`src/rtl/clkdiv_pkg.sv`:
```
// clkdiv_pkg: shared types, widths and helpers for the multi-channel clock divider
package clkdiv_pkg;

    typedef enum logic {
        IDLE = 1'b0,
        PEND = 1'b1
    } pend_state_e;

    localparam int CLKDIV_TICKCNT_W = 8;

    function automatic int clog2_min1(input int n);
        return (n > 1) ? $clog2(n) : 1;
    endfunction

endpackage

```
`src/rtl/clkdiv_multi_if.sv`:
```
// clkdiv_multi_if: run-control, config handshake and divided outputs of clkdiv_multi
// CLKDIV_MULTI_TICKCNT_EN adds the per-channel tick_cnt bus.
interface clkdiv_multi_if #(
    parameter int NUM_CH = 4,
    parameter int CNT_W  = 16,
    parameter int CH_W   = clkdiv_pkg::clog2_min1(NUM_CH)
);
    logic [NUM_CH-1:0] ch_en;
    logic              sync_req;
    logic              cfg_valid;
    logic              cfg_ready;
    logic [CH_W-1:0]   cfg_ch;
    logic [CNT_W-1:0]  cfg_div;
    logic [NUM_CH-1:0] tick;
    logic [NUM_CH-1:0] clk_out;
`ifdef CLKDIV_MULTI_TICKCNT_EN
    logic [NUM_CH*clkdiv_pkg::CLKDIV_TICKCNT_W-1:0] tick_cnt;

    modport master (
        output ch_en, sync_req, cfg_valid, cfg_ch, cfg_div,
        input  cfg_ready, tick, clk_out, tick_cnt
    );

    modport slave (
        input  ch_en, sync_req, cfg_valid, cfg_ch, cfg_div,
        output cfg_ready, tick, clk_out, tick_cnt
    );
`else
    modport master (
        output ch_en, sync_req, cfg_valid, cfg_ch, cfg_div,
        input  cfg_ready, tick, clk_out
    );

    modport slave (
        input  ch_en, sync_req, cfg_valid, cfg_ch, cfg_div,
        output cfg_ready, tick, clk_out
    );
`endif
endinterface

```
`src/rtl/clkdiv_chan.sv`:
```
// clkdiv_chan: one divider channel with glitch-free divide reload
// CLKDIV_MULTI_TICKCNT_EN adds an 8-bit wrapping tick counter.
module clkdiv_chan
    import clkdiv_pkg::*;
#(
    parameter int CNT_W       = 16,
    parameter int DEFAULT_DIV = 12
) (
    input  logic             clk_in,
    input  logic             Reset,
    input  logic             i_en,
    input  logic             i_sync,
    input  logic             i_acc,
    input  logic [CNT_W-1:0] i_cfg_div,
    output pend_state_e      o_pend,
    output logic             o_tick,
    output logic             o_clk_out
`ifdef CLKDIV_MULTI_TICKCNT_EN
    ,
    output logic [CLKDIV_TICKCNT_W-1:0] o_tick_cnt
`endif
);

    logic [CNT_W-1:0] r_cnt, r_div, r_nxt_div;
    logic [CNT_W-1:0] w_cnt, w_div, w_nxt_div;
    pend_state_e      r_pend, w_pend;
    logic             r_tick, r_clk_out;
    logic             w_tick, w_clk_out, w_term, w_swap;

    assign w_term = r_cnt == r_div;
    // No period is running past this cycle, so a new div cannot shorten one
    assign w_swap = i_sync | ~i_en | w_term;

    always_ff @(posedge clk_in) begin
        if (Reset) begin
            r_cnt     <= '0;
            r_div     <= CNT_W'(DEFAULT_DIV);
            r_nxt_div <= '0;
            r_pend    <= IDLE;
            r_tick    <= 1'b0;
            r_clk_out <= 1'b0;
        end else begin
            r_cnt     <= w_cnt;
            r_div     <= w_div;
            r_nxt_div <= w_nxt_div;
            r_pend    <= w_pend;
            r_tick    <= w_tick;
            r_clk_out <= w_clk_out;
        end
    end

    always_comb begin
        w_tick    = ~i_sync & i_en & w_term;
        w_cnt     = i_sync ? '0 : (i_en ? (w_term ? '0 : r_cnt + 1'b1) : r_cnt);
        w_clk_out = i_sync ? 1'b0 : r_clk_out ^ w_tick;
        w_pend    = w_swap ? IDLE : (i_acc ? PEND : r_pend);
        w_nxt_div = (~w_swap & i_acc) ? i_cfg_div : r_nxt_div;
        w_div     = (w_swap & i_acc) ? i_cfg_div :
                    ((w_swap & (r_pend == PEND)) ? r_nxt_div : r_div);
    end

    assign o_pend    = r_pend;
    assign o_tick    = r_tick;
    assign o_clk_out = r_clk_out;

`ifdef CLKDIV_MULTI_TICKCNT_EN
    logic [CLKDIV_TICKCNT_W-1:0] r_tick_cnt;

    always_ff @(posedge clk_in) begin
        if (Reset || i_sync) r_tick_cnt <= '0;
        else                 r_tick_cnt <= r_tick_cnt + CLKDIV_TICKCNT_W'(w_tick);
    end

    assign o_tick_cnt = r_tick_cnt;
`endif

endmodule

```
`src/rtl/clkdiv_multi.sv`:
```
// clkdiv_multi: NUM_CH runtime-programmable clock dividers sharing one config port
// CLKDIV_MULTI_TICKCNT_EN adds per-channel 8-bit tick counters on the interface.
module clkdiv_multi
    import clkdiv_pkg::*;
#(
    parameter int NUM_CH      = 4,
    parameter int CNT_W       = 16,
    parameter int DEFAULT_DIV = 12
) (
    input logic            clk_in,
    input logic            Reset,
    clkdiv_multi_if.slave  bus
);

    localparam int CH_W = clog2_min1(NUM_CH);

    // Unused decode slots read as IDLE so out-of-range requests are accepted and dropped
    pend_state_e       w_pend [2**CH_W];
    logic [NUM_CH-1:0] w_acc;

    assign bus.cfg_ready = ~Reset & (w_pend[bus.cfg_ch] == IDLE);

    genvar i;
    for (i = 0; i < 2**CH_W; i++) begin : g_ch
        if (i < NUM_CH) begin : g_act
            assign w_acc[i] = bus.cfg_valid & bus.cfg_ready & (bus.cfg_ch == CH_W'(i));

            clkdiv_chan #(
                .CNT_W       (CNT_W),
                .DEFAULT_DIV (DEFAULT_DIV)
            ) u_chan (
                .clk_in     (clk_in),
                .Reset      (Reset),
                .i_en       (bus.ch_en[i]),
                .i_sync     (bus.sync_req),
                .i_acc      (w_acc[i]),
                .i_cfg_div  (bus.cfg_div),
                .o_pend     (w_pend[i]),
                .o_tick     (bus.tick[i]),
                .o_clk_out  (bus.clk_out[i])
`ifdef CLKDIV_MULTI_TICKCNT_EN
                ,
                .o_tick_cnt (bus.tick_cnt[i*CLKDIV_TICKCNT_W +: CLKDIV_TICKCNT_W])
`endif
            );
        end else begin : g_pad
            assign w_pend[i] = IDLE;
        end
    end

endmodule

```
`src/flat_wrapper.sv`:
```
// flat-port wrapper written by rule: the top's interface ports become plain ports
module clkdiv_multi_flat import clkdiv_pkg::*;
#(
    parameter int NUM_CH      = 4,
    parameter int CNT_W       = 16,
    parameter int DEFAULT_DIV = 12
)
  (clk_in, Reset, bus_ch_en, bus_sync_req, bus_cfg_valid, bus_cfg_ch, bus_cfg_div, bus_cfg_ready, bus_tick, bus_clk_out);
  clkdiv_multi_if #(.NUM_CH(NUM_CH), .CNT_W(CNT_W)) bus_i ();
  input logic clk_in;
  input logic Reset;
  input wire logic [$bits(bus_i.ch_en)-1:0] bus_ch_en;
  input wire logic [$bits(bus_i.sync_req)-1:0] bus_sync_req;
  input wire logic [$bits(bus_i.cfg_valid)-1:0] bus_cfg_valid;
  input wire logic [$bits(bus_i.cfg_ch)-1:0] bus_cfg_ch;
  input wire logic [$bits(bus_i.cfg_div)-1:0] bus_cfg_div;
  output wire logic [$bits(bus_i.cfg_ready)-1:0] bus_cfg_ready;
  output wire logic [$bits(bus_i.tick)-1:0] bus_tick;
  output wire logic [$bits(bus_i.clk_out)-1:0] bus_clk_out;
  assign bus_i.ch_en = bus_ch_en;
  assign bus_i.sync_req = bus_sync_req;
  assign bus_i.cfg_valid = bus_cfg_valid;
  assign bus_i.cfg_ch = bus_cfg_ch;
  assign bus_i.cfg_div = bus_cfg_div;
  assign bus_cfg_ready = bus_i.cfg_ready;
  assign bus_tick = bus_i.tick;
  assign bus_clk_out = bus_i.clk_out;
  clkdiv_multi #(.NUM_CH(NUM_CH), .CNT_W(CNT_W), .DEFAULT_DIV(DEFAULT_DIV)) u_core (.clk_in(clk_in), .Reset(Reset), .bus(bus_i));
endmodule
```
`config.mk`:
```
export PLATFORM = sky130hd
export DESIGN_NAME = clkdiv_multi_flat
export DESIGN_NICKNAME = d
export VERILOG_FILES = /design/src/rtl/clkdiv_pkg.sv /design/src/rtl/clkdiv_multi_if.sv /design/src/rtl/clkdiv_chan.sv /design/src/rtl/clkdiv_multi.sv /design/src/flat_wrapper.sv
export SDC_FILE = /design/constraint.sdc
export NUM_CORES = 1
export LEC_CHECK = 0
export ABC_AREA = 1
export BUFFER_PORTS_ARGS = -buffer_cell sky130_fd_sc_hd__buf_4
export CAP_MARGIN = 0
export CORE_UTILIZATION = 40
export CTS_CLUSTER_DIAMETER = 40
export CTS_CLUSTER_SIZE = 16
export DETAILED_ROUTE_END_ITERATION = 8
export HOLD_SLACK_MARGIN = 0.08
export PLACE_DENSITY = 0.55
export SYNTH_ARGS = -nofsm -noshare
export SYNTH_HDL_FRONTEND = slang
export SYNTH_SLANG_ARGS = --single-unit
```
`constraint.sdc`:
```
create_clock -name clk_in -period 3.78 [get_ports clk_in]
set_input_delay 0.756 -clock clk_in [delete_from_list [all_inputs] [get_ports clk_in]]
set_output_delay 0.756 -clock clk_in [all_outputs]
set_load 0.01 [all_outputs]
```
==> flow_summary.rst <==
.. list-table::
   :header-rows: 1

   * - Metric
     - Value
   * - Arrival time of the worst setup path
     - 1.62 ns
   * - Post-synthesis cell area
     - 10,100 µm²
   * - Proportion of synthesized chip area in sequential cells
     - between 40% and 50%
   * - Share of cell area taken by muxes after synthesis
     - 0%
   * - Layout Cell Area excl Fill
     - between 10,000 and 15,000 µm²
   * - Number of cells upsized or downsized after cts
     - 0
   * - Count of endpoints failing hold in the final timing report
     - 0
   * - Die outline area
     - about 26,000 µm²
   * - Number of antenna violations at the first check in global routing
     - 0
   * - RSZ-0062 raised after global routing
     - no
   * - Setup TNS
     - 0 ns
   * - Gate power share
     - ~5.4%
   * - Number of rows created at floorplan
     - 57
   * - Fill count
     - 2,596
   * - Transition time at the pin with the least slew margin
     - ~0.7 ns
   * - Complex-gate fraction of the synthesized area
     - between 10% and 20%
   * - Cts-stage hold buffer count
     - 0
   * - Clock group share of total power
     - 58.0%
   * - Type of destination of the critical path
     - output pin
   * - Leakage power of the design
     - 5.36 nW
   * - Global route total overflow
     - 0
   * - Final setup slack of the worst path
     - ~1.4 ns
   * - Xor and xnor fraction of the mapped netlist area
     - between 2 and 2.5%
   * - H-tree depth
     - 2
   * - Pwr/cell area
     - approximately 510 nW/µm²
   * - Detailed Place HPWL
     - approximately 18 mm
   * - Detail-routed net length per standard cell
     - about 13 µm
   * - Leading cell type in the layout, fill and taps excluded
     - nand2_1
   * - Vias in the first global route
     - roughly 8,300
   * - Number of buffer cells added on primary ports
     - 34
   * - Net switching share of the total power
     - 22.8%
   * - Switching power total
     - 1.38 mW
   * - Final worst path period share
     - between 60% and 70%
   * - Via-per-instance ratio
     - roughly 4.7
   * - Mapped Avg Cell Area
     - around 6.4 µm²
   * - Detailed-route via count
     - between 9,000 and 10,000
   * - Crit path time final
     - about 2.4 ns
   * - Number of cells after detailed placement
     - between 1,500 and 2,000
   * - Required time at the endpoint of the critical path
     - 3.02 ns
   * - Max capacitance violation total
     - 0
   * - Most frequent cells in the layout
     - 590 x nand2_1, 221 x inv_1, 204 x dfxtp_1
   * - Final-stage net count
     - about 1,600
   * - Net count after synthesis
     - roughly 1,600
   * - Simple-gate portion of the synthesized area
     - between 30% and 40%
   * - Finished Layout Cells
     - roughly 2,000
   * - Count of cell types in the netlist
     - 29
   * - Antenna diodes
     - 0
   * - Placeable core region
     - around 25,000 µm²
   * - Kind of start point of the critical path
     - input port
   * - Number of top-level pins
     - 35
   * - Clock Pin Slew Worst Setup and Hold Paths
     - 0.05 ns
   * - Worst clock skew
     - 0.0140 ns
   * - Hold WC Path Type
     - reg2reg
   * - Worst rel slew slack
     - between 50% and 60%
   * - Setup-failing EPs final
     - 0
   * - Smallest hold slack
     - around 0.45 ns
   * - Arithmetic-cell share of the synthesized area counting full adders, half adders and majority gates
     - less than 1%
   * - X dimension of the die
     - 161 µm
   * - Total iterations of the first detailed-routing run
     - 6
   * - CTS sink cnt
     - 204
   * - Post-placement cell area
     - roughly 11,000 µm²
   * - Fin. max-slew vios
     - 0
   * - Synthesis-stage register bit count
     - between 200 and 250
   * - Peak supply drop
     - roughly 0.46 mV
   * - Dpl ws
     - around 1.2 ns
   * - Maximum number of pins on one net before global-route repair
     - around 70
   * - Antenna viol nets, final
     - 0
   * - GP Congestion
     - 0.770
   * - Area grow syn2layout
     - 16.9%
   * - Share of total power in sequential cells
     - between 30% and 40%
   * - Critical path peak fanout
     - 4
   * - Highest Clock Rate
     - between 0.4 and 0.5 GHz
   * - DR DRC count
     - 0
   * - Fraction of final layout cells with drive strength greater than 1
     - between 9 and 10%
   * - Routed wire length
     - around 26 mm
   * - Syn Inst Count
     - 1,583
   * - Global-route wire length before repair
     - around 42 mm
   * - Starting density of the core
     - 41.2%
   * - Buffer levels on the longest clock path
     - 3
   * - Combinational family with the most area after synthesis
     - simple AND/OR/NAND/NOR gates
   * - Overall Global Routing Usage
     - 20.1%
   * - Root buffer selected by CTS
     - clkbuf_16
   * - Number of buffers added by the clock tree synthesis step
     - 37
   * - Internal cell power
     - 4.66 mW
   * - Post-CTS Setup Bufs
     - 0
   * - Initial drt markers
     - just under 600
   * - Clk Latency, worst-skew pair
     - 0.50 ns
   * - Die Y
     - approximately 160 µm
   * - Critical setup path kind
     - in2out
   * - Result of the run
     - completed
   * - Clock tree from TritonCTS
     - built
   * - Count of warnings emitted by yosys
     - 0
-- power by group through the flow --
stage	Clock, mW	Sequential [mW]	Combinational, mW
4_1_cts	3.58	2.21	0.328
3_3_place_gp	0	2.26	0.324
2_1_floorplan	0	2.25	0.226
6_report	3.50	2.21	0.325
5_1_grt	3.67	2.22	0.367
3_5_place_dp	0	2.26	0.326
-- synthesized netlist by cell type (all sizes together) --
cell type | count | share of area [%]
nor2 | 124 | 4.8
nor3b | 11 | 0.81
buf | 36 | 2.3
nor4 | 5 | 0.31
o31ai | 1 | 0.074
dfxtp | 204 | 40
nand2 | 605 | 23
xor2 | 26 | 2.2
clkbuf | 14 | 0.52
nand4 | 8 | 0.49
a31oi | 3 | 0.19
a21oi | 153 | 7.6
ha | 4 | 0.49
a211oi | 5 | 0.37
nand3 | 35 | 2.0
nor3 | 35 | 1.7
or2 | 1 | 0.062
inv | 246 | 9.1
o21ai | 67 | 3.3
-- routing by layer --
layer / GRT usage, % / vias up / routed length, µm
li1: - / 4933 / -
met1: 26.9 / 4139 / 12600
met2: 32.3 / 150 / 11700
met3: 3.24 / 57 / 1100
met4: 7.59 / 0 / 738
met5: 0 / - / 0
-- final timing paths --
check	startpoint	end	slack [ns]	depth (start not counted)
max	bus_cfg_ch[1]	bus_cfg_ready	1.41	7
min	u_core.g_ch[1].g_act.u_chan.r_nxt_div[5]	u_core.g_ch[1].g_act.u_chan.r_nxt_div[5]	0.45	2
max reg2reg	u_core.g_ch[3].g_act.u_chan.r_cnt[13]	u_core.g_ch[3].g_act.u_chan.r_div[4]	1.68	11
min reg2reg	u_core.g_ch[1].g_act.u_chan.r_nxt_div[5]	u_core.g_ch[1].g_act.u_chan.r_nxt_div[5]	0.45	2
-- sequential cells by signal (all words and copies together), names as in the netlist --
name                                cells
u_core.g_ch.g_act.u_chan.o_clk_out      4
u_core.g_ch.g_act.u_chan.r_div         64
u_core.g_ch.g_act.u_chan.r_cnt         64
u_core.g_ch.g_act.u_chan.o_tick         4
u_core.g_ch.g_act.u_chan.o_pend         4
u_core.g_ch.g_act.u_chan.r_nxt_div     64
-- cell type report --
| type | instances | area [µm²] | share of cell area (%) |
|---|---|---|---|
| Clock buffer | 48 | 1050 | 8.86 |
| Clock inverter | 20 | 273 | 2.30 |
| Inverter | 246 | 923 | 7.80 |
| Multi-Input combinational cell | 1083 | 4840 | 40.8 |
| Sequential cell | 204 | 4080 | 34.5 |
| Tap cell | 324 | 405 | 3.42 |
| Timing Repair Buffer | 36 | 270 | 2.28 |
-- cell families after synthesis --
group | Yosys count
AOI/OAI and AO/OA | 229
xor gates and xnor gates | 26
adders and majority gates | 4
buffers and inverters | 296
DFF | 204
and+or+nand+nor | 824
-- stage by stage --
step / power [mW] / utilization [%]
floorplan: 2.48 / -
global placement: 2.58 / 42.8
detailed placement: 2.58 / 42.8
CTS: 6.12 / 48.1
global route: 6.26 / 48.1
finish: 6.04 / 48.1
-- worst max-delay path, cell delays in order --
cell and delay (ns):
buf_4 0.13, nand2_2 0.09, inv_1 0.06, nand2_1 0.05, nand2_1 0.09, nor3_1 0.25
buf_4 0.18
No activity file was read; power rests on OpenSTA's default activity.
